==> src/rtl/asts_pkg.sv <==
// Shared types and defaults for the ticket dispense arbiter.
package asts_pkg;

  typedef enum logic [1:0] {
    IDLE   = 2'd0,
    PRINT  = 2'd1,
    CHANGE = 2'd2,
    DONE   = 2'd3
  } state_e;

  localparam int ROUTE_W          = 4;
  localparam int DEF_CHANGE_W     = 2;
  localparam int DEF_PRINT_CYCLES = 3;

endpackage

==> src/rtl/rr_arbiter.sv <==
// Round-robin one-hot selector; owns the priority pointer.
module rr_arbiter #(
  parameter int N = 4
) (
  input  logic         clock,
  input  logic         reset,
  input  logic [N-1:0] req,
  input  logic         advance,   // pointer moves past adv_sel this edge
  input  logic [N-1:0] adv_sel,
  output logic [N-1:0] sel
);

  localparam int PW = (N > 1) ? $clog2(N) : 1;

  logic [PW-1:0] ptr_q, ptr_d;
  logic [PW-1:0] idx;
  logic          found;

  // first requester at or after ptr_q, wrapping
  always_comb begin
    sel   = '0;
    found = 1'b0;
    idx   = '0;
    for (int o = 0; o < N; o++) begin
      idx = PW'((int'(ptr_q) + o) % N);
      if (!found && req[idx]) begin
        sel[idx] = 1'b1;
        found    = 1'b1;
      end
    end
  end

  // served booth drops to lowest priority
  always_comb begin
    ptr_d = ptr_q;
    if (advance) begin
      for (int i = 0; i < N; i++) begin
        if (adv_sel[i]) ptr_d = PW'((i + 1) % N);
      end
    end
  end

  // pointer register
  always_ff @(posedge clock) begin
    if (reset) ptr_q <= '0;
    else       ptr_q <= ptr_d;
  end

endmodule

==> src/rtl/ticket_dispense_arbiter.sv <==
// Shares one printer and one coin hopper among N_BOOTHS booths:
// round-robin pick in IDLE, then print, return change, acknowledge.
module ticket_dispense_arbiter
  import asts_pkg::*;
#(
  parameter int N_BOOTHS     = 4,
  parameter int PRINT_CYCLES = DEF_PRINT_CYCLES,
  parameter int CHANGE_W     = DEF_CHANGE_W
) (
  input  logic                         clock,
  input  logic                         reset,
  input  logic [N_BOOTHS-1:0]          req,
  input  logic [N_BOOTHS*CHANGE_W-1:0] change_cnt,
  input  logic [N_BOOTHS*ROUTE_W-1:0]  route_number,
  output logic [N_BOOTHS-1:0]          grant,
  output logic [N_BOOTHS-1:0]          done,
  output logic                         print_en,
  output logic [ROUTE_W-1:0]           print_route,
  output logic                         nickel_out,
  output logic                         busy
);

  // one counter serves both the print phase and the 2*c change phase
  localparam int CHG_MAX = 2 * ((1 << CHANGE_W) - 1);
  localparam int CNT_MAX = (PRINT_CYCLES > CHG_MAX) ? PRINT_CYCLES : CHG_MAX;
  localparam int CNT_W   = $clog2(CNT_MAX + 1);

  state_e                state_q, state_d;
  logic [CNT_W-1:0]      cnt_q, cnt_d;
  logic [CHANGE_W-1:0]   chg_q, chg_d;
  logic [ROUTE_W-1:0]    route_q, route_d;
  logic [N_BOOTHS-1:0]   win_q, win_d;

  logic [N_BOOTHS-1:0]   grant_q, grant_d;
  logic [N_BOOTHS-1:0]   done_q, done_d;
  logic                  print_en_q, print_en_d;
  logic [ROUTE_W-1:0]    print_route_q, print_route_d;
  logic                  nickel_q, nickel_d;
  logic                  busy_q, busy_d;

  logic [N_BOOTHS-1:0]   sel;

  rr_arbiter #(.N(N_BOOTHS)) u_rr (
    .clock   (clock),
    .reset   (reset),
    .req     (req),
    .advance (state_q == DONE),
    .adv_sel (win_q),
    .sel     (sel)
  );

  // transaction sequencing and input latching
  always_comb begin
    state_d = state_q;
    cnt_d   = cnt_q;
    chg_d   = chg_q;
    route_d = route_q;
    win_d   = win_q;
    case (state_q)
      IDLE: begin
        if (|req) begin
          state_d = PRINT;
          cnt_d   = CNT_W'(PRINT_CYCLES - 1);
          win_d   = sel;
          for (int i = 0; i < N_BOOTHS; i++) begin
            if (sel[i]) begin
              chg_d   = change_cnt[i*CHANGE_W +: CHANGE_W];
              route_d = route_number[i*ROUTE_W +: ROUTE_W];
            end
          end
        end
      end
      PRINT: begin
        if (cnt_q == '0) begin
          if (chg_q != '0) begin
            state_d = CHANGE;
            // odd start value makes the first change cycle a high one
            cnt_d   = CNT_W'((int'(chg_q) << 1) - 1);
          end else begin
            state_d = DONE;
          end
        end else begin
          cnt_d = cnt_q - 1'b1;
        end
      end
      CHANGE: begin
        if (cnt_q == '0) state_d = DONE;
        else             cnt_d   = cnt_q - 1'b1;
      end
      DONE: begin
        state_d = IDLE;
        win_d   = '0;
      end
      default: state_d = IDLE;
    endcase
  end

  // outputs decoded from next state so they land registered
  always_comb begin
    busy_d        = (state_d != IDLE);
    grant_d       = busy_d ? win_d : '0;
    done_d        = (state_d == DONE) ? win_d : '0;
    print_en_d    = (state_d == PRINT);
    print_route_d = print_en_d ? route_d : '0;
    nickel_d      = (state_d == CHANGE) && cnt_d[0];
  end

  // state and output registers
  always_ff @(posedge clock) begin
    if (reset) begin
      state_q       <= IDLE;
      cnt_q         <= '0;
      chg_q         <= '0;
      route_q       <= '0;
      win_q         <= '0;
      grant_q       <= '0;
      done_q        <= '0;
      print_en_q    <= 1'b0;
      print_route_q <= '0;
      nickel_q      <= 1'b0;
      busy_q        <= 1'b0;
    end else begin
      state_q       <= state_d;
      cnt_q         <= cnt_d;
      chg_q         <= chg_d;
      route_q       <= route_d;
      win_q         <= win_d;
      grant_q       <= grant_d;
      done_q        <= done_d;
      print_en_q    <= print_en_d;
      print_route_q <= print_route_d;
      nickel_q      <= nickel_d;
      busy_q        <= busy_d;
    end
  end

  assign grant       = grant_q;
  assign done        = done_q;
  assign print_en    = print_en_q;
  assign print_route = print_route_q;
  assign nickel_out  = nickel_q;
  assign busy        = busy_q;

endmodule
==> config.mk <==
export PLATFORM = sky130hd
export DESIGN_NAME = ticket_dispense_arbiter
export DESIGN_NICKNAME = d
export VERILOG_FILES = /design/src/rtl/asts_pkg.sv /design/src/rtl/rr_arbiter.sv /design/src/rtl/ticket_dispense_arbiter.sv
export SDC_FILE = /design/constraint.sdc
export NUM_CORES = 1
export LEC_CHECK = 0
export CAP_MARGIN = 20
export CORE_MARGIN = 2
export CORE_UTILIZATION = 40
export DETAILED_ROUTE_END_ITERATION = 8
export PLACE_DENSITY = 0.68
export RECOVER_POWER = 25
export SYNTH_ARGS = -nofsm -noshare
export SYNTH_HDL_FRONTEND = slang
export SYNTH_SLANG_ARGS = --single-unit
==> constraint.sdc <==
create_clock -name clock -period 3.3 [get_ports clock]
set_input_delay 0.66 -clock clock [delete_from_list [all_inputs] [get_ports clock]]
set_output_delay 0.66 -clock clock [all_outputs]
set_load 0.005 [all_outputs]
==> summary.md <==
| Metric | Value |
|---|---|
| Drt total wl | `4910 um` |
| Syn nets | `279` |
| Layout fillers | `479` |
| Grt ovf | `0` |
| Post-CTS setup buffer count | `0` |
| DRT Pass-1 Iters | `4` |
| Ant. Diodes | `0` |
| Max-cap violations | `0` |
| Row count | `26` |
| Vias per cell | `5.21` |
| Post-synth EDFFs | `0` |
| Largest net degree at the start of global routing | `19` |
| P&R area growth vs syn | `31.6%` |
| Number of synthesized register bits | `32` |
| # H-tree levels | `2` |
| Ranking of synthesized cells by area | `dfxtp_1 (30%), ha_1 (8.3%), mux4_2 (4.3%)` |
| Critical path capture point type | `flip-flop` |
| Die area | `0.00588 mm^2` |
| Clk Latency, worst-skew pair | `0.28 ns` |
| Clk_skew | `0.00408 ns` |
| Placer congestion estimate | `0.878` |
| Initial core utilization | `41.4%` |
| Mapped Cells | `235` |
| Register area | `641 um^2` |
| Final Setup Violations | `0` |
| Post-route ant nets | `0` |
| Core Util, Final | `54.4%` |
| Final min period | `3.04 ns` |
| Die W | `76.7 um` |
| CP max-delay cell | `mux4_2` |
| Fmax achieved | `329 MHz` |
| HPWL Detailed | `3800 um` |
| Total track usage | `17.5%` |
| Vias post-DR | `1,869` |
| Fin Setup TNS | `0 ns` |
| Post-CTS Hold Buffers | `0` |
| Max VDD drop | `0.332 mV` |
| Final worst-path cycle share | `92.2%` |
| Total power | `1.61 mW` |
| Initial antenna violation count | `0` |
| First-pass GRT wire length | `8200 um` |
| WP buf/inv | `2` |
| CTS root buf | `clkbuf_8` |
| Actual slew at the worst max-slew pin | `0.793 ns` |
| Worst Setup SP | `req[3]` |
| CTS resizes | `0` |
| Initial DRC count | `57` |
| Mapped Area | `0.00211 mm^2` |
| Layout cells sized above 1 | `13.5%` |
| Most common cell in the netlist | `dfxtp_1` |
| CP delay by family, top | `simple AND/OR/NAND/NOR gates` |
| Die Y | `76.7 um` |
| CTS clk-pin slew, worst paths | `0.07 ns` |
| CTS sink cnt | `32` |
| Worst setup margin | `0.259 ns` |
| RSZ-0062 raised after global routing | `false` |
| Post-route DRC | `0` |
| Async S/R FF share, synth | `0%` |
| Area leader, netlist | `dfxtp_1` |
| Final Hold Viols | `0` |
| Data arrival, critical path | `3.20 ns` |
| Leakage | `1.09 nW` |
| Status | `complete, no violations` |
| Kind of critical path | `input pin to flip-flop` |
| Slew margin rel. | `46.4%` |
| Worst Hold Launch | `cnt_q[1]` |
| Post-synthesis sequential area ratio | `30.3%` |
| Crit-path max FO | `7` |
| Vias in the first global route | `1,796` |
| Slowest stage delay, CP | `0.62 ns` |
| PwrDens | `580 mW/mm^2` |
| Critical-path cell list | `clkdlybuf4s50_1 -> mux4_2 -> buf_4 -> nor2_4 -> o311ai_4 -> and2_1 -> or3_1 -> a221oi_2 -> nor3_1` |
| Synthesis Warnings | `0` |
| Avg Cell Area, Syn | `8.99 um^2` |
| Fin. max-slew vios | `0` |
| Required time worst endpoint | `3.46 ns` |
| IO buf count | `44` |
| Multi-input logic area | `0.00132 mm^2` |
| Share of the synthesized area in the top cell type | `30.3%` |
| Post-synth cell types | `54` |
| Post-placement setup slack | `-0.0352 ns` |
| Cts bufs inserted | `5` |
| Wirelength per Cell | `13.7 um` |
| Total core area | `0.00511 mm^2` |
| Most used DFF post-synth | `dfxtp_1` |
| CTS tree | `yes` |
| Bufs on Longest Clock Path | `2` |
| FF-to-FF Start | `u_rr.ptr_q[0]` |
| Synth top cells by count | `dfxtp_1 (32), nor2_1 (23), inv_1 (20)` |
| WHS | `0.452 ns` |
| # IOs | `45` |
| Type of the tightest min-delay check | `flip-flop to flip-flop` |
| Critical path launch point type | `input pin` |
| Nets@finish | `332` |
[logic make-up after synthesis]
group                      share of synthesized area, %
DFF                                                30.3
and+or+nand+nor                                    20.6
buffers and inverters                              7.29
adders and majority gates                          8.29
AOI/OAI and AO/OA                                  27.3
muxes                                              6.22
[worst min-delay path: stages (launching register included)]
cell     delay [ns]
dfxtp_1        0.31
nand2_1        0.05
a21oi_1        0.05
[cell usage in the layout, fill, tap and decap left out, types with 4 or more instances in the layout]
cell              n
a21oi_1          12
a22oi_1           7
buf_4            11
clkbuf_8          5
clkdlybuf4s50_1  34
dfxtp_1          32
dlygate4sd3_1    10
ha_1             14
inv_1            20
mux4_2            4
nand2_1          16
nand2b_1          6
nor2_1           23
nor3_1            7
nor3b_1           4
o21ai_0           8
or3_1             4
[report_power, final]
part	internal, mW	leakage, nW	total (mW)	switching [mW]
Combinational	0.334	0.771	0.701	0.367
Clock	0.224	0.0552	0.369	0.145
Sequential	0.486	0.262	0.541	0.0557
Total	1.04	1.09	1.61	0.568
[routing by layer]
metal	vias up	global-route usage (%)	wire length [um]
li1	968	-	-
met1	847	22.3	2320
met2	48	27.5	2230
met3	6	6.12	285
met4	0	6.00	72
met5	-	0	0
[flip-flops by register name, summed over array words and instances (netlist names), 2 cells and up]
register,flops
chg_q,2
route_q,4
u_rr.ptr_q,2
done,4
grant,4
state_q,2
win_q,4
print_route,4
cnt_q,3
[final timing paths]
path         slack, ns  depth (start not counted)         end
max               0.26                          9  route_q[2]
min               0.45                          2    cnt_q[1]
max reg2reg       0.42                         11  route_q[3]
min reg2reg       0.45                          2    cnt_q[1]
[area by class of cell]
type                            instances  share of cell area, %
Multi-Input combinational cell        171                   47.4
Sequential cell                        32                   23.1
Timing Repair Buffer                   57                   19.7
Tap cell                               70                   3.15
Inverter                               21                   2.84
Clock buffer                            6                   2.61
Clock inverter                          2                   1.26
[stage by stage]
stage                     cell area (um^2)  cells
after global routing                  2780    359
after global placement                2680    351
after detailed placement              2680    351
after floorplan                       2110    235
after CTS                             2780    359
final                                 2780    359
Note: power is estimated with default switching activity, not from simulation.
==> variant, RTL diff (same settings) <==
Encoding of `state_e`: now one-hot (4 bits for 4 states).
--- a/src/rtl/asts_pkg.sv
+++ b/src/rtl/asts_pkg.sv
@@ -1,11 +1,11 @@
 // Shared types and defaults for the ticket dispense arbiter.
 package asts_pkg;
 
-  typedef enum logic [1:0] {
-    IDLE   = 2'd0,
-    PRINT  = 2'd1,
-    CHANGE = 2'd2,
-    DONE   = 2'd3
+  typedef enum logic [3:0] {
+    IDLE   = 4'b0001,
+    PRINT  = 4'b0010,
+    CHANGE = 4'b0100,
+    DONE   = 4'b1000
   } state_e;
 
   localparam int ROUTE_W          = 4;
Function: no difference found for any inputs over 10 cycles, from zero or initial values and one cycle with reset high; not proved beyond that.
==> variant against the original RTL <==
Wire length decreased by 6.8%; sequential cell count increased by 2; design area decreased by 11%; first-iteration DRC count increased by 68%; sequential share of layout area increased by 4.4 points; synthesized cell count decreased by 8.5%; register-to-register slack improved by 0.06 ns; largest power group is now registers; hold slack improved by 0.074 ns; critical endpoint is now print_route[1]; power decreased by 11%; critical path type unchanged; count of clock-buffer cells in the layout increased by 1; highest routed layer unchanged; area after synthesis decreased by 13%; worst setup slack improved by 0.14 ns; utilization increased by 2.2 points.
==> variant: results (changes against the original RTL) <==
** Detailed routing
- Detailed-route vias per instance :: 5.44 (was 5.21)
- Count of routing violations after the opening detailed-route iteration :: 96 (was 57)
- The per-cell routed wire length was 14.3 µm (was 13.7 µm).

** GRT
- The total track usage came to 19.1% (was 17.5%).
- The first-pass GRT wire length came to 7590 µm (was 8200 µm).
- Vias in the first global route :: 1621 (was 1796)

** Timing
- Max Clock Skew :: 0.0109 ns (was 0.00408 ns)
- The worst hold slack came to 0.526 ns (was 0.452 ns).
- Final worst path period share :: 88.0% (was 92.2%)
- Transition at the pin with the smallest max-transition slack :: 0.717 ns (was 0.793 ns)

** Worst setup path
- Register-to-register setup slack :: 0.48 ns (was 0.42 ns)
- The peak fanout along the critical path came to 8 (was 7).
- The cell class contributing the biggest share of worst-path delay was compound AO/OA/AOI/OAI gates (was simple AND/OR/NAND/NOR gates).
- Worst-case reg-to-reg path depth :: 9 (was 11)
- The slowest library cell on the worst path is sky130_fd_sc_hd__clkdlybuf4s50_1 (was sky130_fd_sc_hd__mux4_2).
- Stage delay of the slowest cell on the critical path :: 0.59 ns (was 0.62 ns)
- The destination of the critical timing path is print_route[1] (was route_q[2]).
- Worst EP arrival :: 3.05 ns (was 3.20 ns)
- The worst flop-to-flop path endpoint is chg_q[0] (was route_q[3]).

** Power
- The worst ir drop on vdd is 0.408 mV (was 0.332 mV).
- Standby leakage power :: 0.00103 µW (was 0.00109 µW)

** Synth
- The number of library cell types mapped by synthesis is 42 (was 54).
- The register area share after synthesis is 37.1% (was 30.3%).
- List of most frequent post-synthesis cells :: sky130_fd_sc_hd__dfxtp_1, sky130_fd_sc_hd__nor2_1, sky130_fd_sc_hd__inv_1 (unchanged)
- Largest cells by area after synthesis: sky130_fd_sc_hd__dfxtp_1, sky130_fd_sc_hd__ha_1, sky130_fd_sc_hd__nor2_1 (was sky130_fd_sc_hd__dfxtp_1, sky130_fd_sc_hd__ha_1, sky130_fd_sc_hd__mux4_2).
- Synthesized area per cell :: 8.54 µm² (was 8.99 µm²)
- The total nets after synthesis came to 254 (was 279).
- Fraction of registers with async set or reset after synthesis :: 0% (unchanged)

** Place
- The pre-CTS worst setup slack is 0.0731 ns (was -0.0352 ns).
- HPWL reported at the end of detailed placement :: 3430 µm (was 3800 µm)
- The global placer's final weighted congestion is 0.871 (was 0.878).

** Cells and area
- Final net count :: 307 (was 332)
- Layout filler cell count :: 414 (was 479)
- Fraction of final layout cells sized beyond drive strength 1 :: 8.55% (was 13.5%)
- Filler-free cell count of the finished design :: 321 (was 359)

** Outcome
- Result of the run: finished, final reports clean (unchanged).
## variant: cell types whose count changed after synthesis, sizes merged, moves of 3 or more
cell | before | now
a21boi | 3 | 0
a21o | 1 | 7
a22o | 3 | 0
a22oi | 8 | 0
buf | 7 | 3
ha | 14 | 9
inv | 20 | 15
mux2i | 3 | 6
nand2 | 16 | 9
nor2 | 24 | 30
o21ai | 10 | 18
or3b | 0 | 3
## variant: report_power, final
group	switching, µW	internal [µW]	total, µW
sequential	52.9	511	564
clock	155	168	324
combinational	288	265	553
## variant: routing by layer
metal | track usage [%] | part of all wire [%] | vias to the layer above
met5 | 0 | 0 | -
met4 | 8.60 | 2.3 | 0
met3 | 5.77 | 8.1 | 10
met2 | 29.3 | 42 | 70
met1 | 24.8 | 48 | 779
li1 | - | - | 888
## variant: final cells by class
class                           instances  area share, %
Multi-Input combinational cell        158           42.7
Sequential cell                        34           27.4
Timing Repair Buffer                   54           21.3
Clock buffer                            7           3.48
Tap cell                               52           2.62
Inverter                               15           2.27
Clock inverter                          1          0.202
## variant: kinds of logic after synthesis
logic type | synth area share, %
AND/OR/NAND/NOR | 21.6
multiplexers | 6.95
buffers and inverters | 5.25
AO/OA/AOI/OAI | 23.0
adder cells (fa/ha/maj) | 6.13
flip-flops | 37.1
## variant: through the flow
stage	instance area (µm²)	utilization (%)
after global routing	2480	56.6
after detailed placement	2390	54.5
after floorplan	1840	-
after CTS	2480	56.6
final	2480	56.6
after global placement	2390	54.5
## variant: how the worst min path moves through the flow
| stage | from | to |
|---|---|---|
| after floorplan | cnt_q[2] | cnt_q[2] |
| after global placement | cnt_q[2] | cnt_q[2] |
| after detailed placement | cnt_q[2] | cnt_q[2] |
| after CTS | cnt_q[2] | cnt_q[2] |
| after global routing | cnt_q[2] | cnt_q[2] |
| final | cnt_q[2] | cnt_q[2] |
